==> src/rtl/aes_fc_pkg.sv <==
// Shared types and GF(2^8) helpers for the AES S-box feedback cipher stream.
// Contents: feedback mode and FSM state enums, byte width, and the
// field arithmetic used to build the AES S-box from its algebraic definition.
package aes_fc_pkg;

  localparam int unsigned BYTE_W = 8;

  typedef enum logic {
    FC_CFB = 1'b0,
    FC_OFB = 1'b1
  } fc_mode_e;

  typedef enum logic {
    FC_IDLE = 1'b0,
    FC_RUN  = 1'b1
  } fc_state_e;

  // Multiply in GF(2^8) modulo x^8 + x^4 + x^3 + x + 1.
  function automatic logic [7:0] gf_mul(input logic [7:0] a, input logic [7:0] b);
    logic [7:0] p;
    logic [7:0] x;
    p = '0;
    x = a;
    for (int unsigned i = 0; i < 8; i++) begin
      if (b[i]) p = p ^ x;
      x = {x[6:0], 1'b0} ^ (x[7] ? 8'h1b : 8'h00);
    end
    return p;
  endfunction

  // Multiplicative inverse as a^254 (a^2 * a^4 * ... * a^128); maps 0 to 0.
  function automatic logic [7:0] gf_inv(input logic [7:0] a);
    logic [7:0] r;
    logic [7:0] t;
    r = 8'h01;
    t = a;
    for (int unsigned i = 0; i < 7; i++) begin
      t = gf_mul(t, t);
      r = gf_mul(r, t);
    end
    return r;
  endfunction

  // AES affine output transform: x ^ rotl1 ^ rotl2 ^ rotl3 ^ rotl4 ^ 0x63.
  function automatic logic [7:0] sbox_affine(input logic [7:0] x);
    return x ^ {x[6:0], x[7]} ^ {x[5:0], x[7:6]} ^ {x[4:0], x[7:5]} ^
           {x[3:0], x[7:4]} ^ 8'h63;
  endfunction

endpackage

==> src/rtl/aes_sbox.sv <==
// Single-byte AES S-box, purely combinational.
// Ports: data_i - input byte; data_o - substituted byte.
module aes_sbox
  import aes_fc_pkg::*;
(
  input  logic [BYTE_W-1:0] data_i,
  output logic [BYTE_W-1:0] data_o
);

  assign data_o = sbox_affine(gf_inv(data_i));

endmodule

==> src/rtl/aes_sbox_word.sv <==
// NBYTES independent AES S-box lanes; lane k maps bits [8k+7:8k].
// Ports: data_i - W-bit word in; data_o - bytewise substituted word out.
module aes_sbox_word
  import aes_fc_pkg::*;
#(
  parameter int unsigned NBYTES = 4
) (
  input  logic [BYTE_W*NBYTES-1:0] data_i,
  output logic [BYTE_W*NBYTES-1:0] data_o
);

  for (genvar k = 0; k < NBYTES; k++) begin : g_lane
    aes_sbox u_sbox (
      .data_i (data_i[BYTE_W*k +: BYTE_W]),
      .data_o (data_o[BYTE_W*k +: BYTE_W])
    );
  end

endmodule

==> src/rtl/aes_feedback_cipher_stream.sv <==
// Block-wide AES S-box feedback cipher (CFB/OFB, encrypt/decrypt) with
// valid/ready on both sides and a one-entry output register.
// Ports:
//   clk, rst          - rising-edge clock, async active-low reset
//   new_msg           - start message: iv<=key, latch enc_dec/mode, clear count
//   enc_dec, mode     - 1=encrypt/0=decrypt, 0=CFB/1=OFB (sampled with new_msg)
//   key               - initial IV
//   in_valid/in_ready/in_msg     - input block handshake
//   out_valid/out_ready/out_msg  - output block handshake
//   blk_cnt           - blocks accepted since the last new_msg (wraps)
module aes_feedback_cipher_stream
  import aes_fc_pkg::*;
#(
  parameter int unsigned NBYTES = 4,
  parameter int unsigned CNT_W  = 16
) (
  input  logic                     clk,
  input  logic                     rst,
  input  logic                     new_msg,
  input  logic                     enc_dec,
  input  logic                     mode,
  input  logic [BYTE_W*NBYTES-1:0] key,
  input  logic                     in_valid,
  output logic                     in_ready,
  input  logic [BYTE_W*NBYTES-1:0] in_msg,
  output logic                     out_valid,
  input  logic                     out_ready,
  output logic [BYTE_W*NBYTES-1:0] out_msg,
  output logic [CNT_W-1:0]         blk_cnt
);

  localparam int unsigned W = BYTE_W * NBYTES;

  fc_state_e        state_q, state_d;
  fc_mode_e         mode_q, mode_d;
  logic             enc_dec_q, enc_dec_d;
  logic [W-1:0]     iv_q, iv_d;
  logic [W-1:0]     out_msg_q, out_msg_d;
  logic             out_valid_q, out_valid_d;
  logic [CNT_W-1:0] blk_cnt_q, blk_cnt_d;
  logic [W-1:0]     ks;
  logic             accept;

  aes_sbox_word #(.NBYTES(NBYTES)) u_ks (
    .data_i (iv_q),
    .data_o (ks)
  );

  always_ff @(posedge clk or negedge rst) begin
    if (!rst) begin
      state_q     <= FC_IDLE;
      mode_q      <= FC_CFB;
      enc_dec_q   <= 1'b0;
      iv_q        <= '0;
      out_msg_q   <= '0;
      out_valid_q <= 1'b0;
      blk_cnt_q   <= '0;
    end else begin
      state_q     <= state_d;
      mode_q      <= mode_d;
      enc_dec_q   <= enc_dec_d;
      iv_q        <= iv_d;
      out_msg_q   <= out_msg_d;
      out_valid_q <= out_valid_d;
      blk_cnt_q   <= blk_cnt_d;
    end
  end

  always_comb begin
    state_d     = state_q;
    mode_d      = mode_q;
    enc_dec_d   = enc_dec_q;
    iv_d        = iv_q;
    out_msg_d   = out_msg_q;
    out_valid_d = out_valid_q;
    blk_cnt_d   = blk_cnt_q;

    // The output slot frees this cycle if it is empty or being drained,
    // which lets accept and drain overlap for one block per cycle.
    in_ready = (state_q == FC_RUN) && !new_msg && (!out_valid_q || out_ready);
    accept   = in_valid && in_ready;

    if (new_msg) begin
      state_d     = FC_RUN;
      mode_d      = fc_mode_e'(mode);
      enc_dec_d   = enc_dec;
      iv_d        = key;
      out_valid_d = 1'b0;
      blk_cnt_d   = '0;
    end else if (accept) begin
      out_msg_d   = in_msg ^ ks;
      out_valid_d = 1'b1;
      blk_cnt_d   = blk_cnt_q + CNT_W'(1);
      // CFB feeds back the ciphertext: the output when encrypting, the input
      // when decrypting. OFB feeds back the keystream regardless of direction.
      if (mode_q == FC_OFB) begin
        iv_d = ks;
      end else if (enc_dec_q) begin
        iv_d = in_msg ^ ks;
      end else begin
        iv_d = in_msg;
      end
    end else if (out_valid_q && out_ready) begin
      out_valid_d = 1'b0;
    end
  end

  assign out_valid = out_valid_q;
  assign out_msg   = out_msg_q;
  assign blk_cnt   = blk_cnt_q;

endmodule

==> config.mk <==
export PLATFORM = sky130hd
export DESIGN_NAME = aes_feedback_cipher_stream
export DESIGN_NICKNAME = d
export VERILOG_FILES = /design/src/rtl/aes_fc_pkg.sv /design/src/rtl/aes_sbox.sv /design/src/rtl/aes_sbox_word.sv /design/src/rtl/aes_feedback_cipher_stream.sv
export SDC_FILE = /design/constraint.sdc
export NUM_CORES = 2
export LEC_CHECK = 0
export CORE_AREA = 2 2 325 487
export DETAILED_ROUTE_END_ITERATION = 6
export DIE_AREA = 0 0 327 489
export PLACE_DENSITY_LB_ADDON = 0.1
export SYNTH_ARGS = -nofsm -noshare
export SYNTH_HDL_FRONTEND = slang
export SYNTH_SLANG_ARGS = --single-unit
==> constraint.sdc <==
create_clock -name clk -period 27.5 [get_ports clk]
set_input_delay 5.5 -clock clk [delete_from_list [all_inputs] [get_ports clk]]
set_output_delay 5.5 -clock clk [all_outputs]
set_load 0.01 [all_outputs]
==> summary by stage <==
Critical path
The critical path's most frequent cell is sky130_fd_sc_hd__xnor2_1. Measured in cells, the most critical reg-to-reg path has a length of 59. The worst register-to-register path begins at iv_q[23]$_DFFE_PN0P_.

The critical-path cell with the highest stage delay is sky130_fd_sc_hd__xnor2_1. The number of buffers and inverters on the critical path is 3. Data arrives at the worst endpoint at 20.75 ns. STA classifies the critical path startpoint as a flip-flop. STA classifies the critical path endpoint as a flip-flop. The family with the most delay on the worst path is XOR/XNOR gates.

STA puts the critical path data required time at 27.71 ns. In this design, the stage delay of the slowest critical-path cell is 0.95 ns. The register-to-register setup slack is 6.96 ns. Along the worst path, the maximum fanout reaches 28. The class of the most critical setup path is flip-flop to flip-flop. The reg-to-reg endpoint is iv_q[20]$_DFFE_PN0P_.

Route
The first-pass iteration count of the detailed router is 6. Dividing the detail-routed wire length by the instance count gives 20.1 µm. For this block, the initial DRC count from the detailed router was 4,464. The mean number of vias per cell is 5.73. Once detail routing completed, the nets flagged for antenna violations numbered 0. The routed design has 209 mm of wire. The via count of the routed design is 59,600. The DRC violation count after routing is 0.

Synth
The total of warnings raised by yosys is 0. Counting every instance in the synthesized netlist gives 8,465. The portion of netlist area occupied by mux cells is 4.63%.

The largest family of logic cells by synthesized area is XOR/XNOR gates. The number of distinct library cells after synthesis is 126. The average cell area after synthesis is 7.32 µm².

The synthesis-stage register bit count is 84. Summing the areas of all fa, ha and maj instances in the mapped netlist gives 0.586% of the synthesized area. The post-synthesis xor/xnor area fraction is 46.4%. The number of nets handed over by synthesis was 8,565. In the synthesized netlist the dominant register cell turns out to be sky130_fd_sc_hd__dfrtp_1. The compound-cell area share of the yosys netlist is 18.9%. The proportion of register bits with asynchronous set or reset after synthesis is 100%. The post-synthesis instance area is 61,900 µm². Sequential elements use 3.39% of the synthesized area. The number of synthesized flops with an enable pin is 0. The basic-gate share of the synthesized area counting and, or, nand and nor cells is 21.3%.

Clock tree
The clock input transition at the sequential cells of the worst setup and hold paths is 0.07 ns. Clock latency on the worst-skew pair, taken at its later pin, is 0.37 ns. The hold buffer count at cts is 0. The maximum clock path buffer count is 2. The number of gates resized after CTS was 0. The H-tree was split into 3 levels.

TritonCTS created 9 clock buffers. The setup fix buffers added after clock tree synthesis is 0. The total number of clock tree sinks is 84. The root buffer cell chosen for the clock tree is sky130_fd_sc_hd__clkbuf_16.

TritonCTS built the clock tree.

Cells and area
From synthesis to final layout, the design area changed by 6.81%. The area occupied by multi-input gates is 57,300 µm². The net count of the finished layout is 8,413.

The layout has 16,100 filler cells. The final non-filler cell area is 66,200 µm². Registers take 2100 µm².

Of the cells placed in the final design, the portion with a size suffix greater than 1 is 8.70%. 0 antenna diodes ended up in the layout.

Die
The die outline area is 160,000 µm². The floorplan core area is 156,000 µm². The starting density of the core is 39.7%. The floorplan step set the die height to 489 µm. After floorplanning, the core was divided into 178 placement rows. The die is 327 µm wide. 121 I/O pins were placed.

Place
The sum of net half-perimeters after detailed placement is 157 mm. At the end of routability-driven placement, the weighted congestion stood at 0.892. Once placement finished, the instance area stood at 65,800 µm². The number of buffer cells added on primary ports is 120.

Timing
The top achievable clock speed is 0.0487 GHz. The clock skew is 0.0117 ns. Setup violations remaining at the end of the flow were counted as 0. Of the available clock period, the critical path in the final layout requires 74.7%. Setup repair after global routing left no endpoint under its margin. The final critical delay including setup and external delays is 20.54 ns. The final hold violation count is 0.

The max-slew violation count came to 0. The tightest hold margin is 0.456 ns. The max-slew headroom at the worst pin is 21.9%. The transition at the pin with the smallest max-transition slack is 1.17 ns. Setup total negative slack on the finished layout was measured at 0 ns.

Job
Across the run, the number of max-cap violations was 0.

Hold path
The worst hold path terminates at state_q$_DFFE_PN0P_. The number of stages on the worst hold path is 1. The tightest min-delay check is of the flip-flop to flip-flop type. The startpoint of the most critical hold path is state_q$_DFFE_PN0P_.

Global routing
The global routing usage summed across all routing layers is 25.3%. The via count of the first global-routing pass came to 57,800. Entering global routing, the biggest net connects 85 pins. The first global-routing pass estimated 333 mm of wire. The sum of overflow across all layers after global routing is 0.

The initial antenna violation count came to 3.

Outcome
The flow ran to the end, and the final reports show no timing, DRC or antenna violations.
## worst register-to-register path, delay by kind of cell (launching register included)
kind / cells / cell delay [ns]
adders and majority gates: 3 / 1.22
DFF: 1 / 0.92
AOI/OAI and AO/OA: 18 / 4.90
xor gates and xnor gates: 12 / 5.23
muxes: 6 / 2.56
buffers and inverters: 3 / 0.73
and+or+nand+nor: 17 / 4.83
## worst max-delay path by stage
stage | from | endpoint | slack, ns | cells after the start
global route | iv_q[23]$_DFFE_PN0P_ | iv_q[20]$_DFFE_PN0P_ | 5.48 | 59
CTS | iv_q[23]$_DFFE_PN0P_ | iv_q[20]$_DFFE_PN0P_ | 7.15 | 59
detailed placement | iv_q[23]$_DFFE_PN0P_ | iv_q[20]$_DFFE_PN0P_ | 7.19 | 59
global placement | iv_q[23]$_DFFE_PN0P_ | iv_q[20]$_DFFE_PN0P_ | 7.48 | 59
finish | iv_q[23]$_DFFE_PN0P_ | iv_q[20]$_DFFE_PN0P_ | 6.96 | 59
floorplan | iv_q[23]$_DFFE_PN0P_ | iv_q[21]$_DFFE_PN0P_ | 11.50 | 64
## state kept, by name, indices dropped and copies added, names as in the netlist
register   cells
out_valid      1
mode_q         1
blk_cnt       16
state_q        1
iv_q          32
out_msg       32
enc_dec_q      1
## cells in the mapped netlist, types with 117 or more instances
| master | number | share of area [%] |
|---|---|---|
| sky130_fd_sc_hd__xor2_1 | 417 | 5.9 |
| sky130_fd_sc_hd__o21ai_0 | 361 | 2.9 |
| sky130_fd_sc_hd__nand2_1 | 943 | 5.7 |
| sky130_fd_sc_hd__clkbuf_1 | 355 | 2.2 |
| sky130_fd_sc_hd__buf_2 | 122 | 0.99 |
| sky130_fd_sc_hd__mux2i_1 | 224 | 3.6 |
| sky130_fd_sc_hd__xnor3_1 | 247 | 9.0 |
| sky130_fd_sc_hd__nor3_1 | 223 | 1.8 |
| sky130_fd_sc_hd__nand3_1 | 204 | 1.6 |
| sky130_fd_sc_hd__a21oi_1 | 409 | 3.3 |
| sky130_fd_sc_hd__xnor2_1 | 1673 | 24 |
| sky130_fd_sc_hd__nor2_1 | 1268 | 7.7 |
| sky130_fd_sc_hd__xnor2_2 | 117 | 3.1 |
## metrics by stage
stage | std cells | util (%) | worst slack, ns
6_report | 10400 | 42.4 | 6.96
5_1_grt | 10400 | 42.4 | 5.48
4_1_cts | 10400 | 42.4 | 7.15
3_5_place_dp | 10400 | 42.2 | 7.19
3_3_place_gp | 10400 | 42.2 | 7.48
2_1_floorplan | 8465 | - | 11.50
## layout make-up
| cell class | count | share of cell area [%] |
|---|---|---|
| Sequential cell | 84 | 3.18 |
| Multi-Input combinational cell | 7690 | 86.6 |
| Clock buffer | 10 | 0.346 |
| Tap cell | 2070 | 3.92 |
| Timing Repair Buffer | 414 | 5.14 |
| Clock inverter | 6 | 0.146 |
| Inverter | 114 | 0.647 |
## cells in the final DEF (no fill, tap or decap), types with 99 or more instances in the layout
cell type / synthesis / routed
sky130_fd_sc_hd__xnor2_2: 117 / 160
sky130_fd_sc_hd__nand2_1: 943 / 942
sky130_fd_sc_hd__xnor3_1: 247 / 247
sky130_fd_sc_hd__nor2_1: 1268 / 1265
sky130_fd_sc_hd__buf_4: 45 / 295
sky130_fd_sc_hd__nor3_1: 223 / 223
sky130_fd_sc_hd__mux2i_1: 224 / 224
sky130_fd_sc_hd__clkdlybuf4s50_1: 0 / 118
sky130_fd_sc_hd__xor2_1: 417 / 407
sky130_fd_sc_hd__a31oi_1: 99 / 99
sky130_fd_sc_hd__o21ai_0: 361 / 361
sky130_fd_sc_hd__xnor2_1: 1673 / 1630
sky130_fd_sc_hd__nand3_1: 204 / 204
sky130_fd_sc_hd__a21oi_1: 409 / 409
## kinds of logic after synthesis
logic type / after synthesis
AOI/OAI and AO/OA: 1753
and+or+nand+nor: 3047
adders and majority gates: 29
muxes: 276
DFF: 84
xor gates and xnor gates: 2585
buffers and inverters: 691
## layer usage
layer,track usage [%],vias up,routed length [µm],part of all wire [%]
li1,-,28900,-,-
met1,31.6,28600,89700,43
met2,46.2,1630,106000,50
met3,1.27,363,7390,3.5
met4,8.34,6,6530,3.1
met5,0,-,31,0.015
Power is left out: the tool's default activity adds up to more than one toggle a clock period on the data nets, which glitch-free logic cannot reach.
